===== src/rtl/hilo_muldiv_unit.sv =====
// HI/LO register pair with an iterative signed multiply / multiply-accumulate / divide engine.
// One magnitude bit per cycle in RUN; signs and accumulation are applied in FIN.
module hilo_muldiv_unit #(
    parameter int WIDTH = 32,
    parameter int CNT_W = 6
) (
    input  logic             clk,
    input  logic             rst_n,
    input  logic             start,
    input  logic             mALUOp,
    input  logic [1:0]       acc_op,
    input  logic [WIDTH-1:0] rs_val,
    input  logic [WIDTH-1:0] rt_val,
    input  logic [1:0]       hiSel,
    input  logic [1:0]       loSel,
    input  logic             hiWr,
    input  logic             loWr,
    output logic [WIDTH-1:0] hi,
    output logic [WIDTH-1:0] lo,
    output logic             busy,
    output logic             done,
    output logic             div_zero
);

    localparam int W = WIDTH;

    typedef enum logic [1:0] {IDLE, RUN, FIN} state_t;

    state_t           state, stateNext;
    logic [CNT_W-1:0] cnt;
    logic [W-1:0]     magA, magB;
    logic             signA, signB, isDiv;
    logic [1:0]       accOp;
    // Shared shift register: upper W+1 bits hold partial product / remainder,
    // lower W bits hold the multiplier / dividend-then-quotient.
    logic [2*W:0]     work;

    logic             launch, divByZero, moveHi, moveLo, finWr;
    logic [W:0]       mulAdd, mulSum, remShift, remNext;
    logic             remGe;
    logic [2*W:0]     mulNext, divNext;
    logic [2*W-1:0]   prodMag, prodSigned, accRes;
    logic [W-1:0]     quoSigned, remSigned, resHi, resLo;

    always_ff @(posedge clk or negedge rst_n) begin
        if (!rst_n) state <= IDLE;
        else        state <= stateNext;
    end

    always_comb begin
        stateNext = state;
        case (state)
            IDLE:    if (start) stateNext = divByZero ? FIN : RUN;
            RUN:     if (cnt == CNT_W'(W - 1)) stateNext = FIN;
            FIN:     stateNext = IDLE;
            default: stateNext = IDLE;
        endcase
    end

    always_comb begin
        busy      = (state != IDLE);
        launch    = (state == IDLE) && start;
        divByZero = mALUOp && (rt_val == '0);
        // A launch in the same cycle takes priority over a move
        moveHi    = (state == IDLE) && !start && hiWr && (hiSel == 2'b01);
        moveLo    = (state == IDLE) && !start && loWr && (loSel == 2'b01);
        finWr     = (state == FIN);
    end

    always_comb begin
        mulAdd   = work[0] ? {1'b0, magA} : '0;
        mulSum   = work[2*W:W] + mulAdd;
        mulNext  = {1'b0, mulSum, work[W-1:1]};

        remShift = {work[2*W-1:W], work[W-1]};
        remGe    = (remShift >= {1'b0, magB});
        remNext  = remGe ? (remShift - {1'b0, magB}) : remShift;
        divNext  = {remNext, work[W-2:0], remGe};
    end

    always_comb begin
        prodMag    = work[2*W-1:0];
        prodSigned = (signA ^ signB) ? -prodMag : prodMag;
        case (accOp)
            2'b01:   accRes = {hi, lo} + prodSigned;
            2'b10:   accRes = {hi, lo} - prodSigned;
            default: accRes = prodSigned;
        endcase
        quoSigned = (signA ^ signB) ? -work[W-1:0] : work[W-1:0];
        remSigned = signA ? -work[2*W-1:W] : work[2*W-1:W];

        // Divide-by-zero parked the raw dividend in the low half at launch
        if (isDiv && div_zero) begin
            resHi = work[W-1:0];
            resLo = '1;
        end else if (isDiv) begin
            resHi = remSigned;
            resLo = quoSigned;
        end else begin
            resHi = accRes[2*W-1:W];
            resLo = accRes[W-1:0];
        end
    end

    always_ff @(posedge clk or negedge rst_n) begin
        if (!rst_n) begin
            hi       <= '0;
            lo       <= '0;
            done     <= 1'b0;
            div_zero <= 1'b0;
            cnt      <= '0;
            magA     <= '0;
            magB     <= '0;
            signA    <= 1'b0;
            signB    <= 1'b0;
            isDiv    <= 1'b0;
            accOp    <= 2'b00;
            work     <= '0;
        end else begin
            done <= finWr;
            if (launch) begin
                magA     <= rs_val[W-1] ? -rs_val : rs_val;
                magB     <= rt_val[W-1] ? -rt_val : rt_val;
                signA    <= rs_val[W-1];
                signB    <= rt_val[W-1];
                isDiv    <= mALUOp;
                accOp    <= acc_op;
                div_zero <= divByZero;
                cnt      <= '0;
                if (divByZero)
                    work <= {{(W+1){1'b0}}, rs_val};
                else if (mALUOp)
                    work <= {{(W+1){1'b0}}, (rs_val[W-1] ? -rs_val : rs_val)};
                else
                    work <= {{(W+1){1'b0}}, (rt_val[W-1] ? -rt_val : rt_val)};
            end else if (state == RUN) begin
                cnt  <= cnt + 1'b1;
                work <= isDiv ? divNext : mulNext;
            end
            if (finWr) begin
                if (hiSel == 2'b00) hi <= resHi;
                if (loSel == 2'b00) lo <= resLo;
            end
            if (moveHi) hi <= rs_val;
            if (moveLo) lo <= rs_val;
        end
    end

endmodule


===== config.mk =====
export PLATFORM = sky130hd
export DESIGN_NAME = hilo_muldiv_unit
export DESIGN_NICKNAME = d
export VERILOG_FILES = /design/src/rtl/hilo_muldiv_unit.sv
export SDC_FILE = /design/constraint.sdc
export NUM_CORES = 1
export LEC_CHECK = 0
export CORE_MARGIN = 4
export CORE_UTILIZATION = 40
export DETAILED_ROUTE_END_ITERATION = 12
export HOLD_SLACK_MARGIN = 0.1
export SKIP_CTS_REPAIR_TIMING = 1
export SLEW_MARGIN = 20
export SYNTH_ARGS = -nofsm -noshare
export SYNTH_HDL_FRONTEND = slang
export SYNTH_SLANG_ARGS = --single-unit

===== constraint.sdc =====
create_clock -name clk -period 7 [get_ports clk]
set_input_delay 1.05 -clock clk [delete_from_list [all_inputs] [get_ports clk]]
set_output_delay 1.05 -clock clk [all_outputs]
set_load 0.02 [all_outputs]

## After elaboration in Yosys (flattened, before gate mapping)

Cells that the tools add are included.

| storage, ports and cells | value |
|---|---|
| register bits after elaboration | 208 |
| bits of input ports | 76 |
| output and inout port bits | 67 |

| cells by class | value |
|---|---|
| order comparisons | 1 |
| bitwise operators | 1 |
| muxes and demuxes | 29 |
| add/sub/neg operators | 10 |
| reductions and logical operators | 22 |
| equal/unequal tests | 9 |

Operators with widths:

| kind | number |
|---|---|
| 32-bit two-way mux | 17 |
| 65-bit two-way mux | 3 |
| 32-bit negation | 4 |
| 64-bit one-hot mux with 2 select lines | 1 |
| 64-bit adder | 1 |
| 64-bit two-way mux | 1 |
| 64-bit negation | 1 |
| 64-bit subtractor | 1 |
| 33-bit by 32-bit adder with 33-bit output | 1 |
| 33-bit by 32-bit greater-or-equal comparator with 1-bit output | 1 |
| 33-bit two-way mux | 1 |
| 33-bit by 32-bit subtractor with 33-bit output | 1 |
| 32-bit logical NOT | 1 |
| 6-bit two-way mux | 2 |
| 2-bit nonzero test | 6 |
| 2-bit by 1-bit equality test with 1-bit output, second input constant | 4 |
| 1-bit logical AND | 8 |
| 6-bit by 1-bit adder with 6-bit output, second input constant | 1 |
| 6-bit by 5-bit equality test with 1-bit output, second input constant | 1 |
| 2-bit logical NOT | 3 |
| 2-bit two-way mux | 3 |
| 2-bit AND reduction | 3 |
| 2-bit equality test, second input constant | 2 |
| 2-bit != test, second input constant | 2 |
| 3 further kinds | 3 |

## Logic depth before layout (Yosys ltp)

Gate-level depths: netlist of the first run.

| depth | value |
|---|---|
| depth after elaboration | 9 |
| mapped depth | 28 |
| depth with buffers taken out | 25 |

## Least setup slack after synthesis of the first run

Ideal clock, no wire load.

| path | value |
|---|---|
| path kind | reg-to-reg |
| from | register work[1] |
| to | register hi[27] |
| cell stages (with the launch flop) | 29 |
| setup slack | 0.831 ns |
| library setup time | 0.136 ns |
| arrival | 6.034 ns |
| data required time | 6.864 ns |
| cell sequence | dfrtp_1 > clkbuf_1 > inv_1 > ha_1 > or4b_1 > clkbuf_2 > o41ai_1 > xor2_1 > o21ai_0 > nor4_1 > and3_1 > nor4b_4 > nand3_1 > nor2_1 > a21oi_1 > xnor2_1 > ha_1 > clkbuf_1 > a21o_1 > a21oi_1 > o21bai_1 > a21o_1 > a2111o_1 > a311oi_1 > o31ai_1 > a21oi_1 > mux2i_1 > a221oi_1 > o21ai_0 |

| on the way | value |
|---|---|
| word-level cells in the longest chain between the ends | 9 |
| elaborated cells between the ends (all ways) | 10 |
| those cells by class | 3 x add/sub; 7 x mux |

Ends and longest elaborated chain:

| element | RTL line | RTL |
|---|---|---|
| from (decl) | 36 | `logic [2*W:0] work;` |
| from (signal assigned) | 131 | `work <= {{(W+1){1'b0}}, rs_val};` |
| from (signal assigned) | 133 | `work <= {{(W+1){1'b0}}, (rs_val[W-1] ? -rs_val : rs_val)};` |
| from (signal assigned) | 135 | `work <= {{(W+1){1'b0}}, (rt_val[W-1] ? -rt_val : rt_val)};` |
| 64-bit negation | 83 | `prodSigned = (signA ^ signB) ? -prodMag : prodMag;` |
| 64-bit two-way mux * | 83 |  |
| 64-bit subtractor or 64-bit adder (tied branches) | 86, 85 |  |
| 64-bit one-hot mux with 2 select lines * | 84 | `case (accOp)` |
| 32-bit two-way mux * | 96 | `end else if (isDiv) begin` |
| 32-bit two-way mux * | 93 | `if (isDiv && div_zero) begin` |
| 32-bit two-way mux * | 141 | `if (hiSel == 2'b00) hi <= resHi;` |
| 32-bit two-way mux * | 140 | `if (finWr) begin` |
| 32-bit two-way mux * | 144 | `if (moveHi) hi <= rs_val;` |
| to (signal assigned) | 141 |  |
| to (signal assigned) | 144 |  |
| to (decl) | 18 | `output logic [WIDTH-1:0] hi,` |

Every way passes the cells marked *; elsewhere a longest branch is shown, timed or not. The select of a mux whose other input is x is not followed.
A chain may end at the register's enable or synchronous reset.

## Final worst setup path of the first run

| path | value |
|---|---|
| from | register work[23] |
| to | register hi[28] |

The elaborated chain is that of the path after synthesis.

==> results of run 1 <==
[final timing paths]
kind | from | endpoint | slack, ns | cells past startpoint
max reg2reg | work[23] | hi[28] | 0.20 | 22
max | work[23] | hi[28] | 0.20 | 22
min reg2reg | magA[25] | magA[25] | 0.47 | 2
min in group clk | magA[25] | magA[25] | 0.47 | 2
max in group asynchronous | rst_n | hi[14] | 5.00 | 2
min | rst_n | magB[4] | 0.45 | 1
[worst max-delay path: cells and delay by family (launching register included)]
kind / cells / cell delay (ns)
XOR/XNOR: 3 / 0.70
flip-flops: 1 / 0.59
AO/OA/AOI/OAI: 11 / 2.30
adder cells (fa/ha/maj): 1 / 0.40
AND/OR/NAND/NOR: 7 / 2.65
[logic make-up (layout without fill, tap and decap cells)]
kind of cell,count (synthesis),in the layout,synth area share (%)
flip-flops,208,208,21.9
XOR/XNOR,315,315,11.6
adder cells (fa/ha/maj),137,137,7.32
other,0,2,0
buffers and inverters,333,442,5.50
AND/OR/NAND/NOR,1047,1047,21.6
AO/OA/AOI/OAI,1063,1063,28.0
multiplexers,96,96,4.08
[routing by layer]
metal | vias up | routed length [um] | global-route usage [%] | part of all wire, %
met3 | 234 | 8700 | 5.27 | 8.1
met4 | 4 | 5230 | 13.2 | 4.8
met1 | 12500 | 46200 | 45.3 | 43
li1 | 11800 | - | - | -
met5 | - | 17 | 0 | 0.016
met2 | 1187 | 47800 | 51.0 | 44
[cells in the mapped netlist (29+ instances only)]
master / number
nand2_1: 356
o21ai_0: 298
a21oi_1: 265
nor2_1: 241
dfrtp_1: 208
clkbuf_1: 195
xor2_1: 166
xnor2_1: 149
ha_1: 134
inv_1: 98
mux2i_1: 90
a21o_1: 74
o211ai_1: 71
nor3_1: 68
nand3_1: 60
a31oi_1: 56
and2_1: 55
o31ai_1: 40
nor4_1: 38
o22ai_1: 37
nand4_1: 36
a22oi_1: 35
nand2b_1: 33
or3_1: 29
[metrics by stage]
step	worst slack, ns	hold WS, ns	instance area [um2]	util [%]	TNS [ns]
after floorplan	0.831	0.442	23700	-	0
after global placement	-0.212	0.458	26400	44.7	-0.212
after detailed placement	-0.0991	0.462	26400	44.7	-0.0991
after CTS	-0.184	0.476	27400	46.5	-0.184
after global routing	-0.000841	0.498	27500	46.7	-0.000841
final	0.204	0.445	27500	46.7	0
[cell type report]
| type | instances | share of cell area, % |
|---|---|---|
| tap | 773 | 3.52 |
| clock buffer | 36 | 2.84 |
| multi-input combinational | 2658 | 63.2 |
| inverter | 99 | 1.35 |
| antenna | 2 | 0.0182 |
| timing repair buffer | 291 | 9.25 |
| clock inverter | 16 | 0.846 |
| sequential | 208 | 18.9 |
[registers in the layout, indices dropped and copies added, names as in the netlist]
register  count
cnt           6
done          1
signB         1
magB         32
lo           32
state         2
signA         1
work         65
magA         32
hi           32
div_zero      1
isDiv         1
accOp         2
==> flow_summary.toml, run 1 <==
[floorplan]
io_pins = 143
die_w_um = 252
die_area_um2 = 63300
initial_utilization_pct = 40.3
coreArea_um2 = 58900
die-height_um = 252
num_rows = 89

[grt]
grt_max_degree = 111
overflow = 0
grt_pass1_vias = 24300
grt_use_total_pct = 32.7
antenna_found_initial = 12
grt_pass1_wl_um = 159000

[sta]
slew-limit-headroom_pct = 28.4
maxSlewViolCount = 0
fmax_mhz = 147
setup_viol = 0
finalCritPeriodShare_pct = 97.1
clock_skew_ns = 0.0463
tightest_slew_ns = 1.07
fin_crit_ns = 6.80
hold_viol_final = 0

[synth]
ys_seq_area_share_pct = 21.9
synth_warnings = 0
synth_area_leaders = "dfrtp_1, ha_1, o21ai_0"
syn_area_um2 = 23700
syn_nets = 3412
syn_inst = 3199
yosysTopAreaCell = "dfrtp_1"
ys.flop_type = "dfrtp_1"
synth-edff-count = 0
syn_area_per_cell_um2 = 7.42
synth_top_area_share_pct = 21.9
synth.distinct_cells = 88
synth-async-reset-ratio_pct = 100
synth_seq_cells = 208

[routing]
vias_per_cell = 6.31
drt_iter0_markers = 2488
postRouteAntennaNets = 0
wl_um = 108000
avgRoutedWirePerCell_um = 26.4
drc = 0
vias = 25800
detail_route.first_pass.iterations = 6

[setup_path]
worst-setup-path-type = "register to register"
cp_slowest_cell = "or4_4"
critPathLaunchType = "register"
crit_path_end_kind = "register"
crit_chain = "or4_4 -> or4_4 -> o41ai_2 -> xor2_2 -> and4b_1 -> nand4_1 -> nor4_4 -> and2_2 -> a21oi_1 -> xor2_1 -> ha_1 -> a21oi_1 -> o21bai_1 -> a21o_1 -> a21o_1 -> a21oi_1 -> o21bai_1 -> a21o_1 -> a41oi_1 -> xnor2_1 -> o2111a_1 -> nor2_1"
critPathArrivalTime_ns = 7.28
cp_slowest_stage_delay_ns = 0.70
cp_max_fo = 7
cp.required_ns = 7.48

[clock_tree]
cts_tree = "built"
cts_buffer_depth = 3
cts.sinks = 208
htree_levels = 1
worstSkewPairLatency_ns = 0.62
cts_root_buf = "clkbuf_16"
clk_pin_slew_ns = 0.06
cts_buffers = 28

[finish]
register_area_um2 = 5210
fillCellCount = 5878
final_cell_mix = "nand2_1, o21ai_0, a21oi_1"
multiInputGateArea_um2 = 17400
instances_no_fill = 4083
layout.nets = 3499
syn2layout_area_growth_pct = 15.9
final_layout_size_suffix_gt1_share_pct = 8.43
layout_commonest_cell = "nand2_1"

[job]
drv_cap = 0

[place]
io_buffers = 142
gp_congestion = 1.01
dp_cells = 4025
dp_hpwl_um = 84200

[status]
status = "completed"

[hold_path]
hold_class = "input port to asynchronous set/reset pin"
Power of run 1 is not shown: default switching activity piles up to over one toggle a cycle in this logic, so the estimate is an artifact.
==> inputs of run 2 (changes only) <==
--- a/config.mk
+++ b/config.mk
@@ -7,6 +7,7 @@
 export LEC_CHECK = 0
 export CORE_MARGIN = 4
 export CORE_UTILIZATION = 40
+export CTS_CLUSTER_SIZE = 16
 export DETAILED_ROUTE_END_ITERATION = 12
 export HOLD_SLACK_MARGIN = 0.1
 export SKIP_CTS_REPAIR_TIMING = 1
@@ -14,3 +15,4 @@
 export SYNTH_ARGS = -nofsm -noshare
 export SYNTH_HDL_FRONTEND = slang
 export SYNTH_SLANG_ARGS = --single-unit
+export TNS_END_PERCENT = 10
==> results of run 2 <==
No change in the layout: final DEF, timing and power equal those of run 1.
Power of run 2 is left out for the same reason.
